--- src/rtl/mips_ctrl_pkg.sv ---
`default_nettype none
// +---------------------------------------------------------------------------+
// | mips_ctrl_pkg : states, opcode/func codes and mux encodings for the      |
// | multicycle MIPS controller.                            Rev 1.0           |
// +---------------------------------------------------------------------------+
package mips_ctrl_pkg;

    typedef enum logic [3:0] {
        S_FETCH    = 4'd0,
        S_DECODE   = 4'd1,
        S_MEM_ADDR = 4'd2,
        S_MEM_RD   = 4'd3,
        S_MEM_WB   = 4'd4,
        S_MEM_WR   = 4'd5,
        S_R_EXEC   = 4'd6,
        S_R_WB     = 4'd7,
        S_I_EXEC   = 4'd8,
        S_I_WB     = 4'd9,
        S_BRANCH   = 4'd10,
        S_JUMP     = 4'd11,
        S_JAL      = 4'd12,
        S_JR       = 4'd13
    } state_t;

    typedef enum logic [1:0] {
        ACLS_ADD  = 2'd0,
        ACLS_SUB  = 2'd1,
        ACLS_FUNC = 2'd2,
        ACLS_SLT  = 2'd3
    } alu_class_t;

    localparam logic [5:0] c_OP_RTYPE = 6'b000000;
    localparam logic [5:0] c_OP_LW    = 6'b100011;
    localparam logic [5:0] c_OP_SW    = 6'b101011;
    localparam logic [5:0] c_OP_BEQ   = 6'b000100;
    localparam logic [5:0] c_OP_ADDI  = 6'b001000;
    localparam logic [5:0] c_OP_SLTI  = 6'b001010;
    localparam logic [5:0] c_OP_J     = 6'b000010;
    localparam logic [5:0] c_OP_JAL   = 6'b000011;

    localparam logic [5:0] c_FN_ADD = 6'b100000;
    localparam logic [5:0] c_FN_SUB = 6'b100010;
    localparam logic [5:0] c_FN_AND = 6'b100100;
    localparam logic [5:0] c_FN_OR  = 6'b100101;
    localparam logic [5:0] c_FN_SLT = 6'b101010;
    localparam logic [5:0] c_FN_JR  = 6'b001000;

    localparam logic [2:0] c_ALU_AND = 3'b000;
    localparam logic [2:0] c_ALU_OR  = 3'b001;
    localparam logic [2:0] c_ALU_ADD = 3'b010;
    localparam logic [2:0] c_ALU_SUB = 3'b110;
    localparam logic [2:0] c_ALU_SLT = 3'b111;

    localparam logic [1:0] c_SRCB_B      = 2'b00;
    localparam logic [1:0] c_SRCB_FOUR   = 2'b01;
    localparam logic [1:0] c_SRCB_IMM    = 2'b10;
    localparam logic [1:0] c_SRCB_IMM_SH = 2'b11;

    localparam logic [1:0] c_PCSRC_ALU    = 2'b00;
    localparam logic [1:0] c_PCSRC_ALUOUT = 2'b01;
    localparam logic [1:0] c_PCSRC_JUMP   = 2'b10;
    localparam logic [1:0] c_PCSRC_REG    = 2'b11;

    function automatic logic is_rtype_alu(input logic [5:0] fn);
        return (fn == c_FN_ADD) || (fn == c_FN_SUB) || (fn == c_FN_AND) ||
               (fn == c_FN_OR)  || (fn == c_FN_SLT);
    endfunction

    function automatic logic is_supported(input logic [5:0] op, input logic [5:0] fn);
        case (op)
            c_OP_RTYPE: return is_rtype_alu(fn) || (fn == c_FN_JR);
            c_OP_LW, c_OP_SW, c_OP_BEQ, c_OP_ADDI,
            c_OP_SLTI, c_OP_J, c_OP_JAL: return 1'b1;
            default: return 1'b0;
        endcase
    endfunction

endpackage
`default_nettype wire

--- src/rtl/mips_alu_decoder.sv ---
`default_nettype none
// +---------------------------------------------------------------------------+
// | mips_alu_decoder : maps the state's ALU class plus func to AluOperation. |
// | Rev 1.0                                                                  |
// +---------------------------------------------------------------------------+
module mips_alu_decoder
    import mips_ctrl_pkg::*;
(
    input  logic [1:0] i_alu_class,
    input  logic [5:0] i_func,
    output logic [2:0] o_alu_op
);

    always_comb begin
        o_alu_op = c_ALU_ADD;
        case (i_alu_class)
            ACLS_ADD: o_alu_op = c_ALU_ADD;
            ACLS_SUB: o_alu_op = c_ALU_SUB;
            ACLS_SLT: o_alu_op = c_ALU_SLT;
            ACLS_FUNC: begin
                case (i_func)
                    c_FN_ADD: o_alu_op = c_ALU_ADD;
                    c_FN_SUB: o_alu_op = c_ALU_SUB;
                    c_FN_AND: o_alu_op = c_ALU_AND;
                    c_FN_OR:  o_alu_op = c_ALU_OR;
                    c_FN_SLT: o_alu_op = c_ALU_SLT;
                    default:  o_alu_op = c_ALU_ADD;
                endcase
            end
            default: o_alu_op = c_ALU_ADD;
        endcase
    end

endmodule
`default_nettype wire

--- src/rtl/mips_multicycle_controller.sv ---
`default_nettype none
// +---------------------------------------------------------------------------+
// | mips_multicycle_controller : Moore FSM sequencing the multicycle MIPS    |
// | datapath. Optional memory stall handshake: MIPS_MC_MEM_STALL_EN. Rev 1.0 |
// +---------------------------------------------------------------------------+
module mips_multicycle_controller
    import mips_ctrl_pkg::*;
#(
    parameter int CNT_W = 32
) (
    input  logic             clk,
    input  logic             rst,
    input  logic [5:0]       opcode,
    input  logic [5:0]       func,
    input  logic             zero,
    input  logic             mem_ready,
    output logic             pc_ld,
    output logic             IRWrite,
    output logic             IorD,
    output logic             MemRead,
    output logic             MemWrite,
    output logic             RegWrite,
    output logic             RegDst,
    output logic             R31,
    output logic             WriteLink,
    output logic             MemToReg,
    output logic             AluSrcA,
    output logic [1:0]       AluSrcB,
    output logic [1:0]       PcSrc,
    output logic [2:0]       AluOperation,
    output logic             instr_done,
    output logic             illegal,
    output logic [CNT_W-1:0] instr_count
);

    state_t           r_state;
    state_t           w_next;
    alu_class_t       w_alu_cls;
    logic [CNT_W-1:0] r_count;
    logic             w_mem_ok;
    logic             w_pc_ld, w_irw, w_mrd, w_mwr, w_rw, w_done, w_ill;

`ifdef MIPS_MC_MEM_STALL_EN
    assign w_mem_ok = mem_ready;
`else
    logic w_unused_mem_ready;
    assign w_unused_mem_ready = mem_ready;
    assign w_mem_ok = 1'b1;
`endif

    always_ff @(posedge clk) begin
        if (rst) begin
            r_state <= S_FETCH;
        end else begin
            r_state <= w_next;
        end
    end

    always_ff @(posedge clk) begin
        if (rst) begin
            r_count <= '0;
        end else if (w_done) begin
            r_count <= r_count + {{(CNT_W-1){1'b0}}, 1'b1};
        end
    end

    // Memory states hold in place until the access completes.
    always_comb begin
        w_next = r_state;
        case (r_state)
            S_FETCH:  if (w_mem_ok) w_next = S_DECODE;
            S_DECODE: begin
                if (!is_supported(opcode, func)) begin
                    w_next = S_FETCH;
                end else begin
                    case (opcode)
                        c_OP_LW, c_OP_SW:     w_next = S_MEM_ADDR;
                        c_OP_RTYPE:           w_next = (func == c_FN_JR) ? S_JR : S_R_EXEC;
                        c_OP_ADDI, c_OP_SLTI: w_next = S_I_EXEC;
                        c_OP_BEQ:             w_next = S_BRANCH;
                        c_OP_J:               w_next = S_JUMP;
                        c_OP_JAL:             w_next = S_JAL;
                        default:              w_next = S_FETCH;
                    endcase
                end
            end
            S_MEM_ADDR: w_next = (opcode == c_OP_LW) ? S_MEM_RD : S_MEM_WR;
            S_MEM_RD:   if (w_mem_ok) w_next = S_MEM_WB;
            S_MEM_WR:   if (w_mem_ok) w_next = S_FETCH;
            S_R_EXEC:   w_next = S_R_WB;
            S_I_EXEC:   w_next = S_I_WB;
            S_MEM_WB, S_R_WB, S_I_WB, S_BRANCH,
            S_JUMP, S_JAL, S_JR: w_next = S_FETCH;
            default:    w_next = S_FETCH;
        endcase
    end

    always_comb begin
        w_pc_ld   = 1'b0;
        w_irw     = 1'b0;
        w_mrd     = 1'b0;
        w_mwr     = 1'b0;
        w_rw      = 1'b0;
        w_done    = 1'b0;
        w_ill     = 1'b0;
        IorD      = 1'b0;
        RegDst    = 1'b0;
        R31       = 1'b0;
        WriteLink = 1'b0;
        MemToReg  = 1'b0;
        AluSrcA   = 1'b0;
        AluSrcB   = c_SRCB_B;
        PcSrc     = c_PCSRC_ALU;
        w_alu_cls = ACLS_ADD;
        case (r_state)
            S_FETCH: begin
                w_mrd   = 1'b1;
                w_irw   = w_mem_ok;
                w_pc_ld = w_mem_ok;
                AluSrcB = c_SRCB_FOUR;
            end
            S_DECODE: begin
                AluSrcB = c_SRCB_IMM_SH;
                w_ill   = !is_supported(opcode, func);
            end
            S_MEM_ADDR: begin
                AluSrcA = 1'b1;
                AluSrcB = c_SRCB_IMM;
            end
            S_MEM_RD: begin
                IorD  = 1'b1;
                w_mrd = 1'b1;
            end
            S_MEM_WB: begin
                MemToReg = 1'b1;
                w_rw     = 1'b1;
                w_done   = 1'b1;
            end
            S_MEM_WR: begin
                IorD   = 1'b1;
                w_mwr  = 1'b1;
                w_done = w_mem_ok;
            end
            S_R_EXEC: begin
                AluSrcA   = 1'b1;
                w_alu_cls = ACLS_FUNC;
            end
            S_R_WB: begin
                RegDst = 1'b1;
                w_rw   = 1'b1;
                w_done = 1'b1;
            end
            S_I_EXEC: begin
                AluSrcA   = 1'b1;
                AluSrcB   = c_SRCB_IMM;
                w_alu_cls = (opcode == c_OP_SLTI) ? ACLS_SLT : ACLS_ADD;
            end
            S_I_WB: begin
                w_rw   = 1'b1;
                w_done = 1'b1;
            end
            S_BRANCH: begin
                AluSrcA   = 1'b1;
                w_alu_cls = ACLS_SUB;
                PcSrc     = c_PCSRC_ALUOUT;
                w_pc_ld   = zero;
                w_done    = 1'b1;
            end
            S_JUMP: begin
                PcSrc   = c_PCSRC_JUMP;
                w_pc_ld = 1'b1;
                w_done  = 1'b1;
            end
            S_JAL: begin
                PcSrc     = c_PCSRC_JUMP;
                w_pc_ld   = 1'b1;
                R31       = 1'b1;
                WriteLink = 1'b1;
                w_rw      = 1'b1;
                w_done    = 1'b1;
            end
            S_JR: begin
                PcSrc   = c_PCSRC_REG;
                w_pc_ld = 1'b1;
                w_done  = 1'b1;
            end
            default: ;
        endcase
    end

    mips_alu_decoder u_alu_dec (
        .i_alu_class (w_alu_cls),
        .i_func      (func),
        .o_alu_op    (AluOperation)
    );

    // Reset suppresses every side effect so an abandoned instruction writes nothing.
    assign pc_ld       = w_pc_ld & ~rst;
    assign IRWrite     = w_irw   & ~rst;
    assign MemRead     = w_mrd   & ~rst;
    assign MemWrite    = w_mwr   & ~rst;
    assign RegWrite    = w_rw    & ~rst;
    assign instr_done  = w_done  & ~rst;
    assign illegal     = w_ill   & ~rst;
    assign instr_count = r_count;

endmodule
`default_nettype wire
--- config.mk ---
export PLATFORM = sky130hd
export DESIGN_NAME = mips_multicycle_controller
export DESIGN_NICKNAME = d
export VERILOG_FILES = /design/src/rtl/mips_ctrl_pkg.sv /design/src/rtl/mips_alu_decoder.sv /design/src/rtl/mips_multicycle_controller.sv
export SDC_FILE = /design/constraint.sdc
export NUM_CORES = 1
export LEC_CHECK = 0
export BUFFER_PORTS_ARGS = -buffer_cell sky130_fd_sc_hd__buf_2
export CORE_MARGIN = 3
export CORE_UTILIZATION = 50
export CTS_BUF_LIST = sky130_fd_sc_hd__clkbuf_4 sky130_fd_sc_hd__clkbuf_8
export DETAILED_ROUTE_END_ITERATION = 10
export GPL_ROUTABILITY_DRIVEN = 1
export PLACE_DENSITY_LB_ADDON = 0.2
export SETUP_SLACK_MARGIN = 0.3
export SLEW_MARGIN = 20
export SYNTH_ARGS = -nofsm -noshare
export SYNTH_HDL_FRONTEND = slang
export SYNTH_HIERARCHICAL = 1
export SYNTH_SLANG_ARGS = --single-unit
export TNS_END_PERCENT = 20
--- constraint.sdc ---
create_clock -name clk -period 6.6 [get_ports clk]
set_input_delay 1.98 -clock clk [delete_from_list [all_inputs] [get_ports clk]]
set_output_delay 1.98 -clock clk [all_outputs]
set_load 0.005 [all_outputs]
; ---- After elaboration in Yosys (flattened, before gate mapping)
; Cells that the tools add are included.
; Widths: inputs -> output; s select.
[totals]
register_bits = 36
in_bits = 16
out_inout_bits = 52
elab_cells = 85
[classes]
addsub = 1
eq_ne = 29
mux = 25
bitwise = 8
n_reduce_logical = 20
[op_table]
columns = op, n
row1 = $pmux 4 s6, 2
row2 = $eq 6x6->1 const B, 7
row3 = $add 32x1->32 const B, 1
row4 = $eq 4x4->1 const B, 6
row5 = $pmux 3 s4, 2
row6 = $eq 6x4->1 const B, 3
row7 = $pmux 2 s3, 3
row8 = $eq 4x3->1 const B, 4
row9 = $eq 6x2->1 const B, 2
row10 = $mux 1, 12
row11 = $reduce_or 2->1, 6
row12 = $reduce_or 4->1, 3
row13 = $eq 4x2->1 const B, 2
row14 = $mux 4, 2
row15 = $reduce_or 8->1, 1
row16 = $and 1x1->1, 7
row17 = $reduce_or 7->1, 1
row18 = $eq 6x3->1 const B, 1
row19 = $logic_not 6->1, 1
row20 = $logic_or 1x1->1, 5
row21 = $eq 2x2->1 const B, 2
row22 = $eq 4x1->1 const B, 1
row23 = $logic_not 4->1, 1
row24 = $pmux 1 s2, 2
row25 = 6 further kinds, 6

; ---- Longest topological paths before layout
[logic_depth]
ltp_word = 11
depth_mapped = 7
depth_no_buf = 6

; ---- Hierarchy
; The synthesis kept the hierarchy.
[modules_own_cells]
columns = module, instances, cells_per_inst, area_each_um2, seq_area_each_um2
row1 = mips_multicycle_controller, 1, 285, 2169.6, 720.7
row2 = mips_alu_decoder, 1, 10, 65.1, 0.0

; ---- Least setup slack after synthesis
; No wires, ideal clock.
[synth_timing]
kind = input -> output
start = in opcode[0]
end = out AluOperation[1]
t_arrival_ns = 3.479
required_time_ns = 4.620
path_slack_ns = 1.141
path_stages = 6
n_path_buf = 1
cell_sequence = clkbuf_1 nor4_1 nand4_1 a21oi_1 nand3_1 or4_1
[synth_between]
elab_chain_cells = 5
elab_cells_between_ends = 8
cone_classes = 4 x eq/ne / 3 x mux / 1 x reduce/logical
[synth_rtl]
columns = element, line_no
row1 = "start, declared", mips_multicycle_controller.sv:13  ; input logic [5:0] opcode,
row2 = $eq 6x4->1 (*), mips_multicycle_controller.sv:156  ; w_alu_cls = (opcode == c_OP_SLTI) ? ACLS_SLT : ACLS_ADD;
row3 = $mux 2 (*), mips_multicycle_controller.sv:156
row4 = $pmux 2 s3 (*), mips_multicycle_controller.sv:115  ; case (r_state)
row5 = net w_alu_cls[1], mips_multicycle_controller.sv:38  ; alu_class_t w_alu_cls;
row6 = $eq 2x2->1 (tied with other cells), mips_alu_decoder.sv:16  ; case (i_alu_class)
row7 = $pmux 3 s4 (*), mips_alu_decoder.sv:16
row8 = "end, declared", mips_multicycle_controller.sv:30  ; output logic [2:0] AluOperation,
; The timed path passes the listed nets; every way through them passes the cells marked *.

; ---- Worst setup path after layout
; Ends and elaborated chain as after synthesis.

==> results.cfg <==
[outcome]
status = completed

[pwr]
p_leak_nw = 1.08
vdd_ir_drop_max_v = 0.0000797
p_per_area_nw_per_um2 = 159
power_frac_comb_pct = 8.1
swShare_pct = 24.2
power_frac_clock_pct = 39.6
power_frac_seq_pct = 52.2
p_switching_mw = 0.102
p_total_mw = 0.422
internal_power_mw = 0.320

[yosys]
netlist.area_leader.share_pct = 32.3
synth_nets = 312
yosysWarningCount = 6
yosys.cell_types.count = 49
synth.area.top_cells = dfxtp_1 32%, nor2_1 5.9%, xor2_1 5.9%
ys_seq_area_share_pct = 32.3
synth_top_area_cell = dfxtp_1
synthArstFlopShare_pct = 0
synth.most_common_cell = dfxtp_1
synth_common_cells = 36 x dfxtp_1, 35 x nor2_1, 24 x a21oi_1
syn_inst = 295
synth_edf_count = 0
postSynthAreaPerCell_sq_um = 7.58
netlist_area_sq_um = 2230
ys.flop_type = dfxtp_1
ys_seq_elements = 36

[layout]
drive_gt1_share_pct = 23.1
nNetsFinal = 367
fin_util_pct = 63.9
regArea_sq_um = 721
antennaDiodeCount = 0
fillCellCount = 401
area_delta_synth_final_pct = 18.6
multiInputGateArea_sq_um = 1410

[routing]
drt-total-wl_mm = 5.25
drtIter0Drc = 108
wl_per_cell_microns = 13.1
viasPerCell = 5.75
ant_nets = 0
post-route-drc-count = 0
drtPass1Iterations = 4
route.vias.total = 2307

[worst_setup_path]
path_max_fanout = 9
critical_path_class = input pin to primary output
cp.arrival_ns = 3.73
cp.required_ns = 4.62
startpoint_type = input pin
critPathCaptureType = primary output

[global_route]
grt_pass1_vias = 1925
grt_overflow_total = 0
grtUsageTotal_pct = 20.1
antenna_found_initial = 0
grt_max_degree = 42
grt_pass1_wl_mm = 8.52

[floorplanning]
num_rows = 23
die_area_sq_um = 5310
die_y_microns = 72.9
start_util_pct = 53.9
die_w_microns = 72.9
ios = 68
core_area_sq_um = 4140

[sta]
fin_skew_ns = 0.00625
setup_viol = 0
rsz0062_at_grt = no
tightestPinTransition_ns = 0.727
max_freq_ghz = 0.175
relSlewSlack_pct = 51.5
hold_viol_final = 0
fin_crit_ns = 5.71
setup_slack_ns = 0.888
slew_violations = 0
tns_ns = 0
period_share_pct = 86.5

[clock_network]
cts_setup_buffers = 0
clk_pin_slew_ns = 0.07
hold_buffers = 0
clk_latency_ns = 0.29
cts_tree = done
clock-sinks = 36
cts_root_buf = clkbuf_8
cts_htree_levels = 2
cts_max_path_buffers = 2
numCtsBuffers = 5
post_cts_resized = 0

[placement]
hpwl_mm = 3.75
globalplace.congestion = 0.847
io_buffer_count = 66
dp_worst_setup_slack_ns = 0.937

[flow_run]
cap_violations = 0

[min_path]
hp-class = register to register
==> placed cells by master (no fill, tap or decap), types with 6 or more instances in the layout <==
cell / Yosys / routed
inv_1: 7 / 7
clkbuf_8: 0 / 6
dfxtp_1: 36 / 36
nand2_1: 16 / 16
a21oi_1: 24 / 24
nor4_1: 6 / 6
nand4_1: 6 / 6
o21ai_0: 22 / 22
buf_2: 2 / 66
xor2_1: 15 / 15
nand3_1: 7 / 7
o2111ai_1: 10 / 10
nand2b_1: 10 / 10
nor3_1: 11 / 11
or3_1: 15 / 15
nor2_1: 35 / 35
==> logic make-up after synthesis <==
family          Yosys count  share of synthesized area (%)
xor+xnor                 17                           6.66
compound gates           83                           24.1
fa+ha+maj                 1                          0.560
mux                       2                          0.896
flops                    36                           32.3
buf+inv                  26                           4.70
simple gates            130                           30.8
==> routing by layer <==
metal  track usage, %  up-vias  part of all wire, %
met5                0        -                    0
met2             30.9       70                   44
met3             5.23        4                  6.8
met4             6.97        0                  1.1
met1             27.1     1036                   48
li1                 -     1197                    -
==> worst paths after layout <==
kind / depth (start not counted) / from / slack [ns] / to
worst max register to register: 5 / r_state[0]$_SDFF_PP0_ / 3.92 / instr_count[31]$_SDFFE_PP0N_
worst max-delay path: 7 / opcode[0] / 0.89 / AluOperation[1]
worst min register to register: 2 / instr_count[31]$_SDFFE_PP0N_ / 0.49 / instr_count[31]$_SDFFE_PP0N_
worst min-delay path: 2 / instr_count[31]$_SDFFE_PP0N_ / 0.49 / instr_count[31]$_SDFFE_PP0N_
==> area by class of cell <==
class	instances	share of cell area [%]
Clock buffer	7	3.40
Clock inverter	1	0.283
Inverter	8	1.13
Multi-Input combinational cell	233	53.2
Sequential cell	36	27.2
Tap cell	50	2.36
Timing Repair Buffer	66	12.5
==> worst max-delay path: stages <==
cell and delay (ns):
buf_2 0.16, nor4_1 0.46, nand4_1 0.16, a21oi_1 0.25, nand3_1 0.12, or4_1 0.47
buf_2 0.14
==> per-stage QoR <==
stage / instance area [sq um] / instances / hold WS, ns
after CTS: 2650 / 401 / 0.489
after global placement: 2550 / 393 / 0.461
after floorplan: 2230 / 295 / 0.468
final: 2650 / 401 / 0.487
after global routing: 2650 / 401 / 0.505
after detailed placement: 2550 / 393 / 0.478
==> state kept, by name, summed over array words and instances, names as in the netlist <==
signal,cells
instr_count,32
r_state,4
==> power by group through the flow <==
stage	Clock [mW]	Sequential [mW]	Combinational, mW
global route	0.181	0.221	0.0383
floorplan	0	0.224	0.0238
finish	0.167	0.220	0.0344
global placement	0	0.225	0.0336
detailed placement	0	0.225	0.0340
CTS	0.173	0.220	0.0342
No activity file was read; power rests on OpenSTA's default activity.
